`src/rtl/mem_arbiter.sv`:
```
// rtl/mem_arbiter.sv - round-robin sharing of one multi-cycle memory between fetch and data ports
// One outstanding transaction; a watchdog forces completion if memory never answers.
module mem_arbiter #(
  parameter int ADDRESS_WIDTH = 32,
  parameter int DATA_WIDTH    = 32,
  parameter int TIMEOUT       = 255
) (
  input  logic                     clk,
  input  logic                     rst,
  input  logic                     if_req,
  input  logic [ADDRESS_WIDTH-1:0] if_addr,
  output logic [DATA_WIDTH-1:0]    if_rdata,
  output logic                     if_valid,
  input  logic                     d_req,
  input  logic                     d_we,
  input  logic [ADDRESS_WIDTH-1:0] d_addr,
  input  logic [DATA_WIDTH-1:0]    d_wdata,
  output logic [DATA_WIDTH-1:0]    d_rdata,
  output logic                     d_valid,
  output logic                     stall_f,
  output logic                     stall_m,
  output logic                     mem_req,
  output logic                     mem_we,
  output logic [ADDRESS_WIDTH-1:0] mem_addr,
  output logic [DATA_WIDTH-1:0]    mem_wdata,
  input  logic                     mem_ready,
  input  logic                     mem_rvalid,
  input  logic [DATA_WIDTH-1:0]    mem_rdata,
  output logic                     timeout_err
);

  typedef enum logic [1:0] {S_IDLE, S_ISSUE, S_WAIT, S_DONE} state_t;

  localparam logic OWN_IF = 1'b0;
  localparam logic OWN_D  = 1'b1;
  localparam logic [15:0] LP_CNT_LAST = 16'(TIMEOUT - 1);

  state_t                   r_state;
  state_t                   w_next;
  logic                     r_last_grant;
  logic                     r_owner;
  logic                     r_we;
  logic [ADDRESS_WIDTH-1:0] r_addr;
  logic [DATA_WIDTH-1:0]    r_wdata;
  logic [DATA_WIDTH-1:0]    r_if_rdata;
  logic [DATA_WIDTH-1:0]    r_d_rdata;
  logic [15:0]              r_cnt;
  logic                     r_timeout_err;

  logic w_any_req;
  logic w_grant_d;
  logic w_busy;
  logic w_complete;
  logic w_expire;

  // On a tie the requester that did not win last time gets the grant
  assign w_any_req  = if_req | d_req;
  assign w_grant_d  = d_req & (~if_req | (r_last_grant == OWN_IF));
  assign w_busy     = (r_state == S_ISSUE) | (r_state == S_WAIT);
  assign w_complete = (r_state == S_WAIT) & mem_rvalid;
  assign w_expire   = w_busy & (r_cnt == LP_CNT_LAST) & ~w_complete;

  always_ff @(posedge clk or negedge rst) begin
    if (!rst) begin
      r_state <= S_IDLE;
    end else begin
      r_state <= w_next;
    end
  end

  always_comb begin
    w_next = r_state;
    case (r_state)
      S_IDLE:  if (w_any_req) w_next = S_ISSUE;
      S_ISSUE: begin
        if (w_expire)       w_next = S_DONE;
        else if (mem_ready) w_next = S_WAIT;
      end
      S_WAIT:  if (w_complete | w_expire) w_next = S_DONE;
      S_DONE:  w_next = S_IDLE;
      default: w_next = S_IDLE;
    endcase
  end

  always_comb begin
    mem_req  = 1'b0;
    mem_we   = 1'b0;
    if_valid = 1'b0;
    d_valid  = 1'b0;
    case (r_state)
      S_ISSUE: begin
        mem_req = 1'b1;
        mem_we  = r_we;
      end
      S_DONE: begin
        if_valid = (r_owner == OWN_IF);
        d_valid  = (r_owner == OWN_D);
      end
      default: ;
    endcase
  end

  always_ff @(posedge clk or negedge rst) begin
    if (!rst) begin
      r_last_grant  <= OWN_IF;
      r_owner       <= OWN_IF;
      r_we          <= 1'b0;
      r_addr        <= '0;
      r_wdata       <= '0;
      r_cnt         <= '0;
      r_if_rdata    <= '0;
      r_d_rdata     <= '0;
      r_timeout_err <= 1'b0;
    end else begin
      if ((r_state == S_IDLE) && w_any_req) begin
        r_owner      <= w_grant_d;
        r_last_grant <= w_grant_d;
        r_we         <= w_grant_d & d_we;
        r_addr       <= w_grant_d ? d_addr : if_addr;
        r_wdata      <= w_grant_d ? d_wdata : '0;
        r_cnt        <= '0;
      end else if (w_busy) begin
        r_cnt <= r_cnt + 16'd1;
      end

      if (w_complete) begin
        if (r_owner == OWN_D) r_d_rdata  <= mem_rdata;
        else                  r_if_rdata <= mem_rdata;
      end else if (w_expire) begin
        if (r_owner == OWN_D) r_d_rdata  <= '0;
        else                  r_if_rdata <= '0;
        r_timeout_err <= 1'b1;
      end
    end
  end

  assign mem_addr    = r_addr;
  assign mem_wdata   = r_wdata;
  assign if_rdata    = r_if_rdata;
  assign d_rdata     = r_d_rdata;
  assign timeout_err = r_timeout_err;
  assign stall_f     = if_req & ~if_valid;
  assign stall_m     = d_req & ~d_valid;

endmodule

```
`config.mk`:
```
export PLATFORM = sky130hd
export DESIGN_NAME = mem_arbiter
export DESIGN_NICKNAME = d
export VERILOG_FILES = /design/src/rtl/mem_arbiter.sv
export SDC_FILE = /design/constraint.sdc
export NUM_CORES = 1
export LEC_CHECK = 0
export CAP_MARGIN = 20
export CORE_UTILIZATION = 45
export DETAILED_ROUTE_END_ITERATION = 10
export PLACE_DENSITY = 0.94
export SLEW_MARGIN = 20
export SYNTH_ARGS = -nofsm -noshare
export SYNTH_HDL_FRONTEND = slang
export SYNTH_SLANG_ARGS = --single-unit
```
`constraint.sdc`:
```
create_clock -name clk -period 3.2 [get_ports clk]
set_input_delay 0.8 -clock clk [delete_from_list [all_inputs] [get_ports clk]]
set_output_delay 0.8 -clock clk [all_outputs]
set_load 0.03 [all_outputs]
```
==> run metrics, run 1 <==
Worst path slowest cell=clkdlybuf4s50_1; post-synthesis mux area share=5.89%; number of buffers inserted by hold repair at cts=0; simple-gate portion of the synthesized area=7.44%; top cell type by total area after synthesis=dfrtp_1; final hold violation count=0; total number of vias=5014; maximum clock rate=~340 MHz; CTS Buf Count=17; syn avg cell area=12.5 um2; setup_tns=0 ns; cell mode on critical path=clkdlybuf4s50_1; CTS tree=built; max-slew violation count=0; Synth area leaders=dfrtp_1, a22o_1, mux2i_1, nand2_1, o21ai_0; Placeable Area=12800 um2; grt met3 use=under 10%; synth cell count leaders=dfrtp_1, a22o_1, nand2_1; Synth top area share=62.5%; vias in the first global route=5261; Initial Utilization=46.7%; drt total wl=17600 um; worst skew pair latency=0.42 ns; Compound-Gate Fraction of Synth Area=around 18%; kind of cell adding the most delay to the critical path=buffers and inverters; Worst Hold Class=in2async; worst-path cell chain=clkdlybuf4s50_1, nor2b_1, clkdlybuf4s50_1; Std-Cell Rows=41; largest family of logic cells by synthesized area=compound AO/OA/AOI/OAI gates; Mapped Cells=476; Slew Limit Headroom=55.6%; register area share after synthesis=62.5%; outcome=finished clean; crit path capture type=output port; critical setup path kind=in2out; die height=roughly 120 um; met2 Use GR=about 46%; largest net degree at the start of global routing=70; asr flop ratio synth=100%; drt first pass iters=5; Top FF cell, synth=dfrtp_1; Max Cap Violations=0; Worst Path Arrival=approximately 2.1 ns; Die ar.=13700 um2; Routability Congestion=0.795; Via density=5.40; initial antenna violation count=0; Post-DP HPWL=12500 um; clk buf depth=2; ANT nets after route=0; layout cells sized above 1=between 7 and 8%; startpoint types=primary input; Final Cell Area=9480 um2; wire per inst=18.9 um; count of final setup violators=0; Total GRT Usage=25.8%; setup bufs post-CTS=0; # DRC=0; critical path buffer and inverter count=2; CTS root buf=clkbuf_16; XOR/XNOR share of the synthesized area=1.91%; I/O Buffers=269; Crit path required time=2.40 ns; multi-input logic area=2090 um2; max incr delay on CP=just under 0.7 ns; min cycle time layout=slightly below 3 ns; leakage dissipation=between 4 and 5 nW; Area Growth Syn to Fin=58.8%; Netlist cell types=33; gr ovfl total=0; post-synthesis adder-cell area fraction=1.26%; global-route wire length before repair=26400 um; Crit Path Max Fanout=2; Top Ports=270; worst slew pin tran=0.666 ns; Final nets=~880; Antenna Cells=0; RSZ-0062 raised after global routing=false; Ys Warns=0; chip width=~120 um; most frequent cell after synthesis=dfrtp_1; H-tree levels=4; PwrDens=1050 nW/um2; synthesized cell area=between 5000 and 6000 um2; placed standard-cell area=8860 um2; register area=3730 um2; Top Usage Layer GRT=met2; clk_skew=about 0.011 ns; peak supply drop=approximately 0.65 mV; met1 usage=27.8%; CTS sink cnt=between 100 and 150; net count after synthesis=617; number of flops mapped to enable cells by yosys=0; post_cts resized=0; FF+latch count, synth=149; fillers=792; period utilization=91.1%; Initial DRC Count=roughly 340; CTS clk-pin slew, worst paths=~0.060 ns
==> through the flow <==
stage	hold slack, ns	power [mW]	utilization (%)	setup WS, ns	std cells
2_1_floorplan	0.465	5.78	-	1.05	476
3_3_place_gp	0.451	7.71	69.4	0.331	896
3_5_place_dp	0.454	7.91	69.4	0.263	896
4_1_cts	0.398	10.0	74.2	0.267	928
5_1_grt	0.411	10.4	74.2	0.232	928
6_report	0.347	9.98	74.2	0.284	928
==> metal layers <==
layer,vias to the layer above,wire [um]
met5,-,0
met4,0,565
met3,44,1420
met2,252,9140
met1,2459,6440
li1,2259,-
==> path summary, 6_finish.rpt <==
kind / endpoint / cells after the start / startpoint / slack, ns
worst max-delay path: stall_f / 3 / if_req / 0.28
worst min-delay path: timeout_err$_DFFE_PN0P_ / 1 / rst / 0.35
worst max register to register: d_rdata[18]$_DFFE_PN0P_ / 7 / r_state[0]$_DFFE_PN0P_ / 0.77
worst min register to register: timeout_err$_DFFE_PN0P_ / 1 / timeout_err$_DFFE_PN0P_ / 0.47
max in group asynchronous: r_cnt[8]$_DFFE_PN0P_ / 2 / rst / 2.05
min in group clk: timeout_err$_DFFE_PN0P_ / 1 / timeout_err$_DFFE_PN0P_ / 0.47
==> kinds of logic after synthesis <==
group	count (synthesis)
muxes	35
adders and majority gates	6
buffers and inverters	41
xor gates and xnor gates	13
and+or+nand+nor	93
DFF	149
AOI/OAI and AO/OA	139
==> worst register-to-register path: stages (launching register included) <==
cell and delay (ns):
dfrtp_1 0.42, inv_1 0.09, ha_1 0.42, and4_1 0.27
and3_1 0.19, nand2_1 0.13, a21o_2 0.58, a22o_1 0.25
==> registers in the layout (all words and copies together) (netlist names) <==
name,count
d_rdata,32
if_rdata,32
mem_addr,32
mem_wdata,32
r_cnt,16
r_state,2
r_owner,1
r_we,1
timeout_err,1
==> placed cells by master (no fill, tap or decap), types with 3 or more instances in the layout <==
master	instances
and2_1	5
xor2_1	10
ha_1	6
nor2b_1	3
nand3_1	3
o21ai_0	32
clkdlybuf4s50_1	268
clkbuf_16	17
inv_8	5
inv_1	8
dfrtp_1	149
nand2_1	43
and4_1	3
xnor2_1	3
inv_6	6
mux2i_1	34
and3_1	5
a22o_1	97
buf_4	11
nor2_1	18
==> where the power goes <==
part / total, mW / switching [mW] / internal [mW]
clock: 2.07 / 0.858 / 1.21
combinational: 4.74 / 2.68 / 2.06
sequential: 3.17 / 0.513 / 2.65
total: 9.98 / 4.05 / 5.93
==> final cells by class <==
cell class,instances,share of cell area (%)
Multi-Input combinational cell,286,22.1
Sequential cell,149,39.3
Clock inverter,14,1.86
Tap cell,172,2.27
Clock buffer,18,4.63
Inverter,8,0.317
Timing Repair Buffer,281,29.5
No activity file was read; power rests on OpenSTA's default activity.
==> run 2, diff against run 1 <==
DONT_BUFFER_PORTS = 1   (was not set)
PLACE_DENSITY = 0.68   (was 0.94)
==> run 2 against run 1 <==
Sequential share of layout area grew 16 points. Cell area shrank 29%. Critical path depth is the same. Core utilization shrank 22 points. Highest routed layer unchanged.
==> run metrics, run 2 (synthesized netlist as in run 1, its figures left out) <==
leakage dissipation=3.26 nW (-25%); setup bufs post-CTS=0 (unchanged); Reg-to-Reg Start=r_state[0]$_DFFE_PN0P_; Die ar.=13700 um2 (unchanged); Antenna Cells=0 (unchanged); die height=117 um (unchanged); clk_skew=0.00706 ns (-0.00443 ns); # DRC=0 (unchanged); Hold Slack=0.0850 ns (-0.262 ns); vias in the first global route=3735 (-29%); wire per inst=20.6 um (+8.8%); most frequent cells in the layout=dfrtp_1, a22o_1, nand2_1; layout cells sized above 1=8.71% (+1.7 points); Worst path depth=3 (unchanged); ANT nets after route=0 (unchanged); period utilization=82.8% (-8.4 points); PwrDens=1220 nW/um2 (+15%); Total GRT Usage=19.4% (-6.4 points); critical path buffer and inverter count=0 (-2); Std-Cell Rows=41 (unchanged); largest net degree at the start of global routing=150 (+110%); setup_tns=0 ns (unchanged); Int Pwr=4.59 mW (-23%); global-route wire length before repair=19600 um (-26%); CTS tree=built; Final Cell Area=6700 um2 (-29%); Crit Path Max Fanout=5 (+3); Comb pwr share=18.9% (-29 points); CTS clk-pin slew, worst paths=0.06 ns (about the same); Placeable Area=12800 um2 (unchanged); Worst path slowest cell=nor2b_1; switching share of total power=43.7% (+3.1 points); initial antenna violation count=0 (unchanged); chip width=117 um (unchanged); drt first pass iters=4 (-1); Top Ports=270 (unchanged); critical path launch point=r_state[0]$_DFFE_PN0P_; Final nets=611 (-31%); H-tree levels=4 (unchanged); max incr delay on CP=0.53 ns (-0.16 ns); setup slack, reg-to-reg=0.56 ns (-0.21 ns); final hold violation count=0 (unchanged); Area Growth Syn to Fin=12.4%; commonest non-fill, non-tap cell in the layout=dfrtp_1; Slew Limit Headroom=27.5% (-28 points); cell mode on critical path=nor2b_1; worst r2r dst=if_rdata[8]$_DFFE_PN0P_; kind of cell adding the most delay to the critical path=simple AND/OR/NAND/NOR gates; worst slew pin tran=1.09 ns (+0.422 ns); clk buf depth=2 (unchanged); Via density=5.75 (+6.5%); maximum clock rate=377 MHz (+10%); outcome=finished clean; Worst Hold Class=in2async; peak supply drop=0.479 mV (-26%); part of the power in registers=57.3% (+26 points); Initial DRC Count=255 (-25%); Crit path required time=2.40 ns (about the same); post_cts resized=0 (unchanged); Initial Utilization=46.7% (unchanged); Worst Path Arrival=1.85 ns (-0.27 ns); crit path capture type=output port; sw power=3.56 mW (-12%); Clk pwr share=23.8% (+3.1 points); count of final setup violators=0 (unchanged); I/O Buffers=0 (-100%); CTS sink cnt=149 (unchanged); number of buffers inserted by hold repair at cts=0 (unchanged); worst skew pair latency=0.41 ns (about the same); CTS Buf Count=17 (unchanged); min cycle time layout=2.65 ns (-0.267 ns); CTS root buf=clkbuf_16; total number of vias=3763 (-25%); Setup crit end=stall_f; gr ovfl total=0 (unchanged); max-slew violation count=0 (unchanged); RSZ-0062 raised after global routing=false; Routability Congestion=0.796 (+0.13%); r2r worst-path depth=7 (unchanged); placed standard-cell area=6120 um2 (-31%); startpoint types=flop; worst-path cell chain=ha_1, nor2b_1, nor2b_1; critical setup path kind=reg2out; drt total wl=13500 um (-23%); Post-DP HPWL=9310 um (-25%); Max Cap Violations=0 (unchanged)
run 2: cell count changes in the layout (fill, tap and decap cells not counted), moves of 2 or more:
cell             before  now
clkdlybuf4s50_1     268    0
inv_8                 5    0
clkbuf_8              1    3
clkinv_4              0    2
buf_4                11    8
clkbuf_1              0    4
inv_6                 6    0
run 2: metrics by stage:
step / power (mW) / worst slack (ns) / std cells / utilization (%)
after floorplan: 5.78 / 1.05 / 476 / -
after global placement: 6.16 / 0.611 / 623 / 47.9
after detailed placement: 6.26 / 0.535 / 623 / 47.9
after CTS: 8.22 / 0.516 / 654 / 52.5
after global routing: 8.57 / 0.402 / 654 / 52.5
final: 8.15 / 0.551 / 654 / 52.5
run 2: worst register-to-register path: cells and delay by family, from the launching register on:
kind	cells	cell delay [ns]
AOI/OAI and AO/OA	2	1.11
adders and majority gates	1	0.40
buffers and inverters	1	0.09
DFF	1	0.42
and+or+nand+nor	3	0.56
run 2: final cells by class:
class                   instances  area, um2
fillers                      1069       6070
multi-input cells             286       2090
well taps                     172        215
clock buffers                  24        482
repair buffers                  8       60.1
flip-flops and latches        149       3730
inverters                       8       30.0
clock inverters                 7       97.6
run 2: worst min path at each step:
stage                           from                       end  slack, ns
floorplan           r_we$_DFFE_PN0P_          r_we$_DFFE_PN0P_       0.47
global placement    r_we$_DFFE_PN0P_          r_we$_DFFE_PN0P_       0.49
detailed placement  r_we$_DFFE_PN0P_          r_we$_DFFE_PN0P_       0.50
CTS                              rst  mem_addr[25]$_DFFE_PN0P_       0.06
global route                     rst   mem_addr[1]$_DFFE_PN0P_       0.06
finish                           rst   mem_addr[1]$_DFFE_PN0P_       0.08
run 2: power groups by stage:
| stage | logic, mW | clock network [mW] | registers (mW) |
|---|---|---|---|
| floorplan | 1.31 | 0 | 4.47 |
| global placement | 1.47 | 0 | 4.69 |
| detailed placement | 1.56 | 0 | 4.69 |
| CTS | 1.56 | 1.98 | 4.68 |
| global route | 1.74 | 2.06 | 4.77 |
| finish | 1.54 | 1.94 | 4.67 |
run 2: routing by layer:
layer  vias up  share of wire (%)  track usage, %  wire (um)
met2       176                 52            32.2       7030
met4         0                1.7            8.95        227
met5         -                  0               0          0
li1       1716                  -               -          -
met3        17                6.9            6.39        935
met1      1854                 39            22.8       5280
==> run 3, diff against run 2 <==
clock period = 2.7 ns   (was 3.2 ns; I/O delays follow)
==> run 3 against run 2 <==
The flow now finishes with violations (negative hold slack). Die area stayed put. Via count is 1.5% higher. Clock skew is 0.0030 ns higher. Critical path depth stayed put. Routed wire length is 1.2% higher. Non-clock buffer count is 1 higher. Core utilization is 0.36 points higher. Power is 20% higher. Sequential power is 18% higher. Sequential share of layout area is 0.38 points lower. Worst setup slack worse by 0.42 ns. Final cell count is 0.31% higher. Critical path type unchanged. Largest power group unchanged.
==> run metrics, run 3 (synthesized netlist as in run 1, its figures left out) <==
dpl ws=0.476 ns (-0.0593 ns); worst skew pair latency=0.42 ns (about the same); most frequent cells in the layout=dfrtp_1, a22o_1, nand2_1; Initial Utilization=46.7% (unchanged); Initial DRC Count=243 (-4.7%); Crit Path Max Fanout=5 (unchanged); global-route wire length before repair=20000 um (+2.0%); layout cells sized above 1=9.30% (+0.58 points); Die ar.=13700 um2 (unchanged); CTS Buf Count=17 (unchanged); die height=117 um (unchanged); CTS sink cnt=149 (unchanged); commonest non-fill, non-tap cell in the layout=dfrtp_1; chip width=117 um (unchanged); Hold Slack=-0.0492 ns (-0.134 ns); clk buf depth=2 (unchanged); Max Cap Violations=0 (unchanged); period utilization=95.1%; Overall Power=9.77 mW (+20%); critical setup path kind=reg2out; failing checks=negative hold slack; Antenna Cells=0 (unchanged); setup bufs post-CTS=0 (unchanged); RSZ-0062 raised after global routing=false; count of final setup violators=0 (unchanged); Slew Limit Headroom=33.6% (+6.2 points); dpl cells=624 (+0.16%); max-slew violation count=0 (unchanged); maximum clock rate=around 390 MHz; clk_skew=0.0101 ns (+0.00304 ns); Core Util, Final=52.8% (+0.36 points); H-tree levels=4 (unchanged); # DRC=0 (unchanged); final hold violation count=149 (+149); initial antenna violation count=0 (unchanged); min cycle time layout=2.57 ns; Std-Cell Rows=41 (unchanged); CTS tree=built; startpoint types=flop; setup_tns=0 ns (unchanged); Via density=5.82 (+1.2%); Layout Cells excl Fill=656 (+0.31%); Placeable Area=12800 um2 (unchanged); drt total wl=13600 um (+1.2%); Area Growth Syn to Fin=13.1%; wire per inst=20.8 um (+0.89%); Routability Congestion=0.781 (-1.9%); ANT nets after route=0 (unchanged); Worst Path Arrival=1.89 ns (+0.04 ns); Crit path required time=2.03 ns (-0.37 ns); crit path capture type=output port; worst slew pin tran=0.992 ns (-0.0962 ns); vias in the first global route=3828 (+2.5%); PwrDens=1450 nW/um2 (+19%); largest net degree at the start of global routing=150 (unchanged); fillers=1070 (+0.094%); peak supply drop=0.744 mV (+55%); gr ovfl total=0 (unchanged); Top Ports=270 (unchanged); Post-DP HPWL=9350 um (+0.48%); Final nets=612 (+0.16%); Final Cell Area=6750 um2 (+0.69%); drt first pass iters=4 (unchanged); outcome=finished, violations left; total number of vias=3818 (+1.5%); placed standard-cell area=6140 um2 (+0.33%); CTS root buf=clkbuf_16; Worst Hold Class=in2async; I/O Buffers=0 (unchanged); post-route worst setup slack=0.131 ns (-0.420 ns); leakage dissipation=3.28 nW (+0.71%); Total GRT Usage=19.7% (+0.30 points); CTS clk-pin slew, worst paths=0.06 ns (about the same)
==> run 3: final timing paths <==
| kind | slack, ns | from | cells after the start | to |
|---|---|---|---|---|
| max reg2reg | 0.44 | r_state[1]$_DFFE_PN0P_ | 8 | d_rdata[20]$_DFFE_PN0P_ |
| max in group asynchronous | 2.54 | rst | 0 | d_rdata[8]$_DFFE_PN0P_ |
| min | -0.05 | rst | 0 | mem_addr[1]$_DFFE_PN0P_ |
| min reg2reg | 0.52 | r_we$_DFFE_PN0P_ | 1 | r_we$_DFFE_PN0P_ |
| min in group clk | 0.38 | d_wdata[24] | 1 | mem_wdata[24]$_DFFE_PN0P_ |
| max | 0.13 | r_state[1]$_DFFE_PN0P_ | 3 | stall_f |
==> run 3: worst max-delay path: stages, from the launching register on <==
cell and delay, ns:
dfrtp_1 0.42, ha_1 0.20, nor2b_1 0.54, nor2b_1 0.31
==> run 3: per-layer routing <==
metal / track usage (%) / share of wire (%)
met1: 22.5 / 38
met3: 7.31 / 7.8
met2: 32.2 / 51
met5: 0 / 0
met4: 10.5 / 2.7
==> run 3: final cells by class <==
| cell class | instances | area (um2) | share of cell area (%) |
|---|---|---|---|
| clock buffers | 23 | 488 | 7.23 |
| clock inverters | 9 | 119 | 1.76 |
| inverters | 8 | 30.0 | 0.445 |
| multi-input cells | 286 | 2090 | 31.0 |
| flip-flops and latches | 149 | 3730 | 55.2 |
| well taps | 172 | 215 | 3.19 |
| repair buffers | 9 | 80.1 | 1.19 |
==> run 3: report_power, final <==
part | internal, mW | switching, mW | leakage, nW
registers | 3.12 | 2.41 | 1.90
logic | 0.905 | 0.956 | 1.09
clock network | 1.47 | 0.913 | 0.290
==> run 3: timing repair <==
action                                 in CTS  in global routing
endpoints found under the hold margin     149                149
gates resized for setup                     0                  0
setup endpoints to repair                   0                  0
